==> config.mk <==
export PLATFORM = sky130hd
export DESIGN_NAME = mem_dbridge_flat
export DESIGN_NICKNAME = d
export VERILOG_FILES = /design/src/rtl/mem_dbridge_if.sv /design/src/rtl/mem_dbridge.sv /design/src/flat_wrapper.sv
export SDC_FILE = /design/constraint.sdc
export NUM_CORES = 1
export LEC_CHECK = 0
export CAP_MARGIN = 40
export CORE_ASPECT_RATIO = 0.5
export CORE_MARGIN = 1
export CORE_UTILIZATION = 50
export CTS_CLUSTER_SIZE = 40
export DETAILED_ROUTE_END_ITERATION = 6
export GPL_TIMING_DRIVEN = 0
export PLACE_DENSITY = 0.83
export SETUP_SLACK_MARGIN = 0.3
export SKIP_CTS_REPAIR_TIMING = 1
export SLEW_MARGIN = 20
export SYNTH_ARGS = -nofsm -noshare
export SYNTH_HDL_FRONTEND = slang
export SYNTH_SLANG_ARGS = --single-unit
==> constraint.sdc <==
create_clock -name clk -period 5.2 [get_ports clk]
set_input_delay 1.56 -clock clk [delete_from_list [all_inputs] [get_ports clk]]
set_output_delay 1.56 -clock clk [all_outputs]
set_load 0.1 [all_outputs]
==> src/rtl/mem_dbridge_if.sv <==
// Core-side and memory-side bundles for the data bridge.
// dmem_if: master = core, slave = bridge. mem_if: master = bridge, slave = memory.
interface dmem_if #(
   parameter int XLEN = 32
);
   logic            dmem_req;
   logic            dmem_ready;
   logic            dmem_cmd;
   logic [1:0]      dmem_width;
   logic [XLEN-1:0] dmem_addr;
   logic [XLEN-1:0] dmem_wdata;
   logic [XLEN-1:0] dmem_rdata;
   logic            dmem_resp;
   logic            dmem_err;

   modport master (
      output dmem_req, dmem_cmd, dmem_width, dmem_addr, dmem_wdata,
      input  dmem_ready, dmem_rdata, dmem_resp, dmem_err
   );
   modport slave (
      input  dmem_req, dmem_cmd, dmem_width, dmem_addr, dmem_wdata,
      output dmem_ready, dmem_rdata, dmem_resp, dmem_err
   );
endinterface

interface mem_if #(
   parameter int XLEN = 32
);
   logic            mem_req;
   logic            mem_req_ack;
   logic            mem_cmd;
   logic [1:0]      mem_width;
   logic [XLEN-1:0] mem_addr;
   logic [XLEN-1:0] mem_wdata;
   logic [XLEN-1:0] mem_rdata;
   logic [1:0]      mem_resp;

   modport master (
      output mem_req, mem_cmd, mem_width, mem_addr, mem_wdata,
      input  mem_req_ack, mem_rdata, mem_resp
   );
   modport slave (
      input  mem_req, mem_cmd, mem_width, mem_addr, mem_wdata,
      output mem_req_ack, mem_rdata, mem_resp
   );
endinterface

==> src/rtl/mem_dbridge.sv <==
// Data-memory bridge: queues core loads/stores, issues one downstream
// transaction at a time, returns in-order responses and counts completions.
// Ports: clk, rst_n (sync, active low); dmem (core side, slave);
// mem (downstream side, master); cnt_rd/cnt_wr/cnt_err saturating counters.
module mem_dbridge #(
   parameter int XLEN       = 32,
   parameter int FIFO_DEPTH = 2
) (
   input  logic        clk,
   input  logic        rst_n,
   dmem_if.slave       dmem,
   mem_if.master       mem,
   output logic [31:0] cnt_rd,
   output logic [31:0] cnt_wr,
   output logic [31:0] cnt_err
);

   localparam int AW = $clog2(FIFO_DEPTH);
   localparam logic [AW:0] PTR_ONE = 1;

   typedef struct packed {
      logic            cmd;
      logic [1:0]      width;
      logic [XLEN-1:0] addr;
      logic [XLEN-1:0] wdata;
   } entry_t;

   typedef enum logic [1:0] {
      IDLE,
      REQ,
      WAIT
   } state_t;

   entry_t fifo_q [FIFO_DEPTH];
   entry_t fifo_d [FIFO_DEPTH];

   logic [AW:0] wr_ptr_q, wr_ptr_d;
   logic [AW:0] rd_ptr_q, rd_ptr_d;
   state_t      state_q, state_d;

   logic            mem_req_q, mem_req_d;
   logic            mem_cmd_q, mem_cmd_d;
   logic [1:0]      mem_width_q, mem_width_d;
   logic [XLEN-1:0] mem_addr_q, mem_addr_d;
   logic [XLEN-1:0] mem_wdata_q, mem_wdata_d;

   logic            dmem_resp_q, dmem_resp_d;
   logic            dmem_err_q, dmem_err_d;
   logic [XLEN-1:0] dmem_rdata_q, dmem_rdata_d;

   logic [31:0] cnt_rd_q, cnt_rd_d;
   logic [31:0] cnt_wr_q, cnt_wr_d;
   logic [31:0] cnt_err_q, cnt_err_d;

   logic   full;
   logic   empty;
   logic   push;
   logic   head_ok;
   logic   done;
   logic   done_err;
   entry_t head;

   function automatic logic [31:0] sat_inc(input logic [31:0] c);
      return (c == 32'hFFFF_FFFF) ? c : c + 32'd1;
   endfunction

   // Extra pointer bit separates full (MSBs differ) from empty.
   assign full  = (wr_ptr_q[AW] != rd_ptr_q[AW]) &&
                  (wr_ptr_q[AW-1:0] == rd_ptr_q[AW-1:0]);
   assign empty = (wr_ptr_q == rd_ptr_q);
   assign push  = dmem.dmem_req & ~full;
   assign head  = fifo_q[rd_ptr_q[AW-1:0]];

   always_comb begin
      head_ok = 1'b0;
      unique case (head.width)
         2'b00:   head_ok = 1'b1;
         2'b01:   head_ok = ~head.addr[0];
         2'b10:   head_ok = (head.addr[1:0] == 2'b00);
         default: head_ok = 1'b0;
      endcase
   end

   always_comb begin
      fifo_d   = fifo_q;
      wr_ptr_d = wr_ptr_q;
      if (push) begin
         fifo_d[wr_ptr_q[AW-1:0]] = '{
            cmd:   dmem.dmem_cmd,
            width: dmem.dmem_width,
            addr:  dmem.dmem_addr,
            wdata: dmem.dmem_wdata
         };
         wr_ptr_d = wr_ptr_q + PTR_ONE;
      end
   end

   always_comb begin
      state_d      = state_q;
      rd_ptr_d     = rd_ptr_q;
      mem_req_d    = mem_req_q;
      mem_cmd_d    = mem_cmd_q;
      mem_width_d  = mem_width_q;
      mem_addr_d   = mem_addr_q;
      mem_wdata_d  = mem_wdata_q;
      dmem_resp_d  = 1'b0;
      dmem_err_d   = 1'b0;
      dmem_rdata_d = '0;
      cnt_rd_d     = cnt_rd_q;
      cnt_wr_d     = cnt_wr_q;
      cnt_err_d    = cnt_err_q;
      done         = 1'b0;
      done_err     = (mem.mem_resp != 2'b01);

      unique case (state_q)
         IDLE: begin
            if (!empty) begin
               rd_ptr_d = rd_ptr_q + PTR_ONE;
               if (head_ok) begin
                  mem_req_d   = 1'b1;
                  mem_cmd_d   = head.cmd;
                  mem_width_d = head.width;
                  mem_addr_d  = head.addr;
                  mem_wdata_d = head.wdata;
                  state_d     = REQ;
               end else begin
                  // Misaligned: answered locally, never reaches memory.
                  dmem_resp_d = 1'b1;
                  dmem_err_d  = 1'b1;
                  cnt_err_d   = sat_inc(cnt_err_q);
               end
            end
         end
         REQ: begin
            if (mem.mem_req_ack) begin
               mem_req_d = 1'b0;
               if (mem.mem_resp != 2'b00) begin
                  done = 1'b1;
               end else begin
                  state_d = WAIT;
               end
            end
         end
         WAIT: begin
            if (mem.mem_resp != 2'b00) begin
               done = 1'b1;
            end
         end
         default: state_d = IDLE;
      endcase

      if (done) begin
         state_d     = IDLE;
         dmem_resp_d = 1'b1;
         dmem_err_d  = done_err;
         if (done_err) begin
            cnt_err_d = sat_inc(cnt_err_q);
         end else if (mem_cmd_q) begin
            cnt_wr_d = sat_inc(cnt_wr_q);
         end else begin
            cnt_rd_d     = sat_inc(cnt_rd_q);
            dmem_rdata_d = mem.mem_rdata;
         end
      end
   end

   // Queue payload needs no reset; pointers define validity.
   always_ff @(posedge clk) begin
      fifo_q <= fifo_d;
   end

   always_ff @(posedge clk) begin
      if (!rst_n) begin
         wr_ptr_q     <= '0;
         rd_ptr_q     <= '0;
         state_q      <= IDLE;
         mem_req_q    <= 1'b0;
         mem_cmd_q    <= 1'b0;
         mem_width_q  <= 2'b00;
         mem_addr_q   <= '0;
         mem_wdata_q  <= '0;
         dmem_resp_q  <= 1'b0;
         dmem_err_q   <= 1'b0;
         dmem_rdata_q <= '0;
         cnt_rd_q     <= '0;
         cnt_wr_q     <= '0;
         cnt_err_q    <= '0;
      end else begin
         wr_ptr_q     <= wr_ptr_d;
         rd_ptr_q     <= rd_ptr_d;
         state_q      <= state_d;
         mem_req_q    <= mem_req_d;
         mem_cmd_q    <= mem_cmd_d;
         mem_width_q  <= mem_width_d;
         mem_addr_q   <= mem_addr_d;
         mem_wdata_q  <= mem_wdata_d;
         dmem_resp_q  <= dmem_resp_d;
         dmem_err_q   <= dmem_err_d;
         dmem_rdata_q <= dmem_rdata_d;
         cnt_rd_q     <= cnt_rd_d;
         cnt_wr_q     <= cnt_wr_d;
         cnt_err_q    <= cnt_err_d;
      end
   end

   assign dmem.dmem_ready = ~full;
   assign dmem.dmem_resp  = dmem_resp_q;
   assign dmem.dmem_err   = dmem_err_q;
   assign dmem.dmem_rdata = dmem_rdata_q;
   assign mem.mem_req     = mem_req_q;
   assign mem.mem_cmd     = mem_cmd_q;
   assign mem.mem_width   = mem_width_q;
   assign mem.mem_addr    = mem_addr_q;
   assign mem.mem_wdata   = mem_wdata_q;
   assign cnt_rd          = cnt_rd_q;
   assign cnt_wr          = cnt_wr_q;
   assign cnt_err         = cnt_err_q;

endmodule

==> src/flat_wrapper.sv <==
// flat-port wrapper written by rule: the top's interface ports become plain ports
module mem_dbridge_flat 
#(
   parameter int XLEN       = 32,
   parameter int FIFO_DEPTH = 2
)
  (clk, rst_n, cnt_rd, cnt_wr, cnt_err, dmem_dmem_req, dmem_dmem_cmd, dmem_dmem_width, dmem_dmem_addr, dmem_dmem_wdata, dmem_dmem_ready, dmem_dmem_rdata, dmem_dmem_resp, dmem_dmem_err, mem_mem_req, mem_mem_cmd, mem_mem_width, mem_mem_addr, mem_mem_wdata, mem_mem_req_ack, mem_mem_rdata, mem_mem_resp);
  dmem_if #(.XLEN(XLEN)) dmem_i ();
  mem_if #(.XLEN(XLEN)) mem_i ();
  input  logic clk;
  input  logic rst_n;
  output logic [31:0] cnt_rd;
  output logic [31:0] cnt_wr;
  output logic [31:0] cnt_err;
  input wire logic [$bits(dmem_i.dmem_req)-1:0] dmem_dmem_req;
  input wire logic [$bits(dmem_i.dmem_cmd)-1:0] dmem_dmem_cmd;
  input wire logic [$bits(dmem_i.dmem_width)-1:0] dmem_dmem_width;
  input wire logic [$bits(dmem_i.dmem_addr)-1:0] dmem_dmem_addr;
  input wire logic [$bits(dmem_i.dmem_wdata)-1:0] dmem_dmem_wdata;
  output wire logic [$bits(dmem_i.dmem_ready)-1:0] dmem_dmem_ready;
  output wire logic [$bits(dmem_i.dmem_rdata)-1:0] dmem_dmem_rdata;
  output wire logic [$bits(dmem_i.dmem_resp)-1:0] dmem_dmem_resp;
  output wire logic [$bits(dmem_i.dmem_err)-1:0] dmem_dmem_err;
  output wire logic [$bits(mem_i.mem_req)-1:0] mem_mem_req;
  output wire logic [$bits(mem_i.mem_cmd)-1:0] mem_mem_cmd;
  output wire logic [$bits(mem_i.mem_width)-1:0] mem_mem_width;
  output wire logic [$bits(mem_i.mem_addr)-1:0] mem_mem_addr;
  output wire logic [$bits(mem_i.mem_wdata)-1:0] mem_mem_wdata;
  input wire logic [$bits(mem_i.mem_req_ack)-1:0] mem_mem_req_ack;
  input wire logic [$bits(mem_i.mem_rdata)-1:0] mem_mem_rdata;
  input wire logic [$bits(mem_i.mem_resp)-1:0] mem_mem_resp;
  assign dmem_i.dmem_req = dmem_dmem_req;
  assign dmem_i.dmem_cmd = dmem_dmem_cmd;
  assign dmem_i.dmem_width = dmem_dmem_width;
  assign dmem_i.dmem_addr = dmem_dmem_addr;
  assign dmem_i.dmem_wdata = dmem_dmem_wdata;
  assign dmem_dmem_ready = dmem_i.dmem_ready;
  assign dmem_dmem_rdata = dmem_i.dmem_rdata;
  assign dmem_dmem_resp = dmem_i.dmem_resp;
  assign dmem_dmem_err = dmem_i.dmem_err;
  assign mem_mem_req = mem_i.mem_req;
  assign mem_mem_cmd = mem_i.mem_cmd;
  assign mem_mem_width = mem_i.mem_width;
  assign mem_mem_addr = mem_i.mem_addr;
  assign mem_mem_wdata = mem_i.mem_wdata;
  assign mem_i.mem_req_ack = mem_mem_req_ack;
  assign mem_i.mem_rdata = mem_mem_rdata;
  assign mem_i.mem_resp = mem_mem_resp;
  mem_dbridge #(.XLEN(XLEN), .FIFO_DEPTH(FIFO_DEPTH)) u_core (.clk(clk), .rst_n(rst_n), .dmem(dmem_i), .mem(mem_i), .cnt_rd(cnt_rd), .cnt_wr(cnt_wr), .cnt_err(cnt_err));
endmodule
==> run_results.csv <==
group,metric,value,unit
outcome,status,"complete, no violations",
timing,rsz0062_at_grt,"false",
routing,drtIter0Drc,947,
placement,dpl.cell_count,1995,
timing,max_freq,249,MHz
clock_network,cts.path.max_buffers,3,
worst_setup_path,worstPathMaxFanout,9,
min_path,hold_class,"flip-flop to flip-flop",
finish,stdcell_area,21500,µm²
placement,gp_congestion,0.912,
routing,firstDrtPassIters,5,
synth,synth_cell_type_count,62,
global_route,grt_max_degree,36,
global_route,antenna_found_initial,2,
synth,synth_edf_count,134,
worst_setup_path,crit_required,3.64,ns
timing,fin_crit,4.02,ns
power,p_sw_share,41.4,%
timing,tightest_slew,0.945,ns
synth,synth_async_sr_flop_share,0,%
clock_network,cts_tree,"yes",
floorplan,ios,304,
synth,synthCells,1145,
floorplan,num_rows,41,
synth,synth-seq-cells,338,
floorplan,core_area,25500,µm²
power,pwr-share-clk,21.3,%
synth,netlist_top_cells_area,"dfxtp_1, edfxtp_1, mux2i_1, nor2_1, a211oi_1",
clock_network,clock-sinks,338,
power,pwr-share-seq,31.4,%
timing,period_share,77.2,%
placement,place_hpwl,32400,µm
finish,fillers,1202,
worst_setup_path,crit_arrival,2.46,ns
clock_network,cts.root.buffer_cell,"clkbuf_16",
synth,syn-cell-area,13100,µm²
worst_setup_path,r2r_start,"u_core.cnt_rd[4]$_SDFFE_PN0P_",
floorplan,die-area,27000,µm²
clock_network,cts.clk_slew.worst_paths,0.08,ns
routing,vias,12000,
worst_setup_path,worst_path_max_delay_cell,"clkdlybuf4s50_1",
power,p_leak,7.85,nW
timing,hold_viol_final,0,
timing,slew_headroom,36.4,%
finish,final_common_cell,"clkdlybuf4s50_1",
power,power.density,521,nW/µm²
clock_network,clk_latency,0.58,ns
worst_setup_path,path_class,"flip-flop to output pin",
synth,synthFlopType,"dfxtp_1",
routing,drcViolationCount,0,
synth,postSynthAreaPerCell,11.5,µm²
synth,synth-seq-area-share,61.7,%
power,p_switching,4.63,mW
routing,ant_nets,0,
finish,area_growth,63.4,%
power,combPwrFrac,47.2,%
min_path,hold_path_startpoint,"u_core.cnt_err[13]$_SDFF_PN0_",
clock_network,cts_buffers,29,
routing,wl_per_cell,22.5,µm
worst_setup_path,setup.worst_path.start,"u_core.rd_ptr_q[0]$_SDFFE_PN0P_",
synth,synth_fp_nets,1256,
global_route,grt_use_total,33.9,%
flow_run,drv_cap,0,
routing,vias_per_cell,5.86,
worst_setup_path,start_kind,"flip-flop",
global_route,grt_pass1_vias,12400,
floorplan,die_h,117,µm
worst_setup_path,slowest_delay,0.64,ns
finish,drive_above_1_share,16.7,%
timing,clock_skew,0.0168,ns
finish,fin_nets,1793,
finish,fin_cells,2050,
floorplan,start_util,51.5,%
power,p_int,6.55,mW
finish,layout_common_cells,"clkdlybuf4s50_1, dfxtp_1, nor2_1",
global_route,grt_pass1_wl,70000,µm
clock_network,htreeDepth,1,
floorplan,dieWidth,231,µm
routing,wirelength,46200,µm
placement,placement.cell_area,20400,µm²
synth,yosysTopAreaCell,"dfxtp_1",
worst_setup_path,reg2reg_depth,6,
timing,finalSetupViolCount,0,
timing,slew_viol_final,0,
power,vdd_drop_max,0.449,mV
synth,synth.top_cell.area_share,31.1,%
worst_setup_path,crit_path_end_kind,"output pin",
global_route,gr-total-overflow,0,
min_path,whs_path_depth,2,
placement,io_buffer_count,303,
synth,ys_warn_count,0,
worst_setup_path,cp_cell_sequence,"buf_4 > xor2_1 > nand2b_1 > clkdlybuf4s50_1 > buf_16",
[Yosys cell counts (23+ instances only)]
| library cell | n |
|---|---|
| edfxtp_1 | 134 |
| dfxtp_1 | 204 |
| nand2_1 | 61 |
| mux2i_1 | 75 |
| nor3_1 | 23 |
| and3_1 | 47 |
| nand3_1 | 48 |
| nand4_1 | 28 |
| xnor2_1 | 47 |
| clkbuf_1 | 42 |
| nor2_1 | 148 |
| a21oi_1 | 25 |
| a211oi_1 | 66 |
[layout make-up]
cell class	count	area, µm²	area share, %
clock inverters	14	189	0.881
well taps	344	430	2.01
inverters	8	30.0	0.140
flip-flops and latches	338	8110	37.8
plain buffers	61	272	1.27
repair buffers	506	6840	31.9
diodes	2	5.00	0.0233
clock buffers	39	846	3.94
multi-input cells	738	4740	22.1
[through the flow]
stage	power (mW)	worst slack [ns]	setup TNS, ns	hold slack [ns]	utilization [%]
after global routing	11.5	1.16	0	0.523	84.1
after floorplan	6.44	1.32	0	0.453	-
after global placement	7.39	-0.0785	-5.01	0.462	65.1
final	11.2	1.18	0	0.496	84.2
after detailed placement	8.73	1.18	0	0.473	80.1
after CTS	11.2	1.25	0	0.493	84.1
[layer usage]
layer  part of all wire [%]  track usage (%)  routed length [µm]  up-vias
li1                       -                -                   -     5264
met1                     35             35.9               16200     5767
met2                     51             61.4               23400      710
met3                    7.3             8.52                3370      263
met4                    7.1             22.1                3280        2
met5                  0.019                0                   9        -
[power groups by stage]
stage / registers [mW] / clock network, mW / logic [mW]
after global placement: 3.54 / 0 / 3.86
after floorplan: 5.25 / 0 / 1.19
after CTS: 3.51 / 2.39 / 5.26
after global routing: 3.54 / 2.49 / 5.45
after detailed placement: 3.55 / 0 / 5.18
final: 3.51 / 2.39 / 5.28
[cells by family after synthesis]
group | share of synthesized area, %
simple gates | 18.1
flops | 61.7
compound gates | 7.41
mux | 5.72
buf+inv | 2.30
xor+xnor | 4.20
fa+ha+maj | 0.572
[final timing paths]
path                                         end  slack (ns)
setup / recovery                 dmem_dmem_ready        1.18
hold / removal     u_core.cnt_err[13]$_SDFF_PN0_        0.50
setup reg to reg  u_core.cnt_rd[17]$_SDFFE_PN0P_        2.19
hold reg to reg    u_core.cnt_err[13]$_SDFF_PN0_        0.50
[flip-flops by register name (all words and copies together), names as in the netlist]
signal and flops:
u_core.dmem.dmem_resp 1, u_core.mem.mem_addr 32, u_core.mem.mem_wdata 32, u_core.state_q 2, u_core.fifo_q 134, u_core.dmem.dmem_err 1, u_core.rd_ptr_q 2, u_core.cnt_err 32
u_core.wr_ptr_q 2, u_core.mem.mem_cmd 1, u_core.mem.mem_width 2, u_core.mem.mem_req 1, u_core.cnt_wr 32, u_core.dmem.dmem_rdata 32, u_core.cnt_rd 32
[critical path, delay by kind of cell (launching register included)]
kind	cells	cell delay, ns
flip-flops	1	0.35
AND/OR/NAND/NOR	1	0.21
XOR/XNOR	1	0.27
buffers and inverters	3	1.04
No activity file was read; power rests on OpenSTA's default activity.
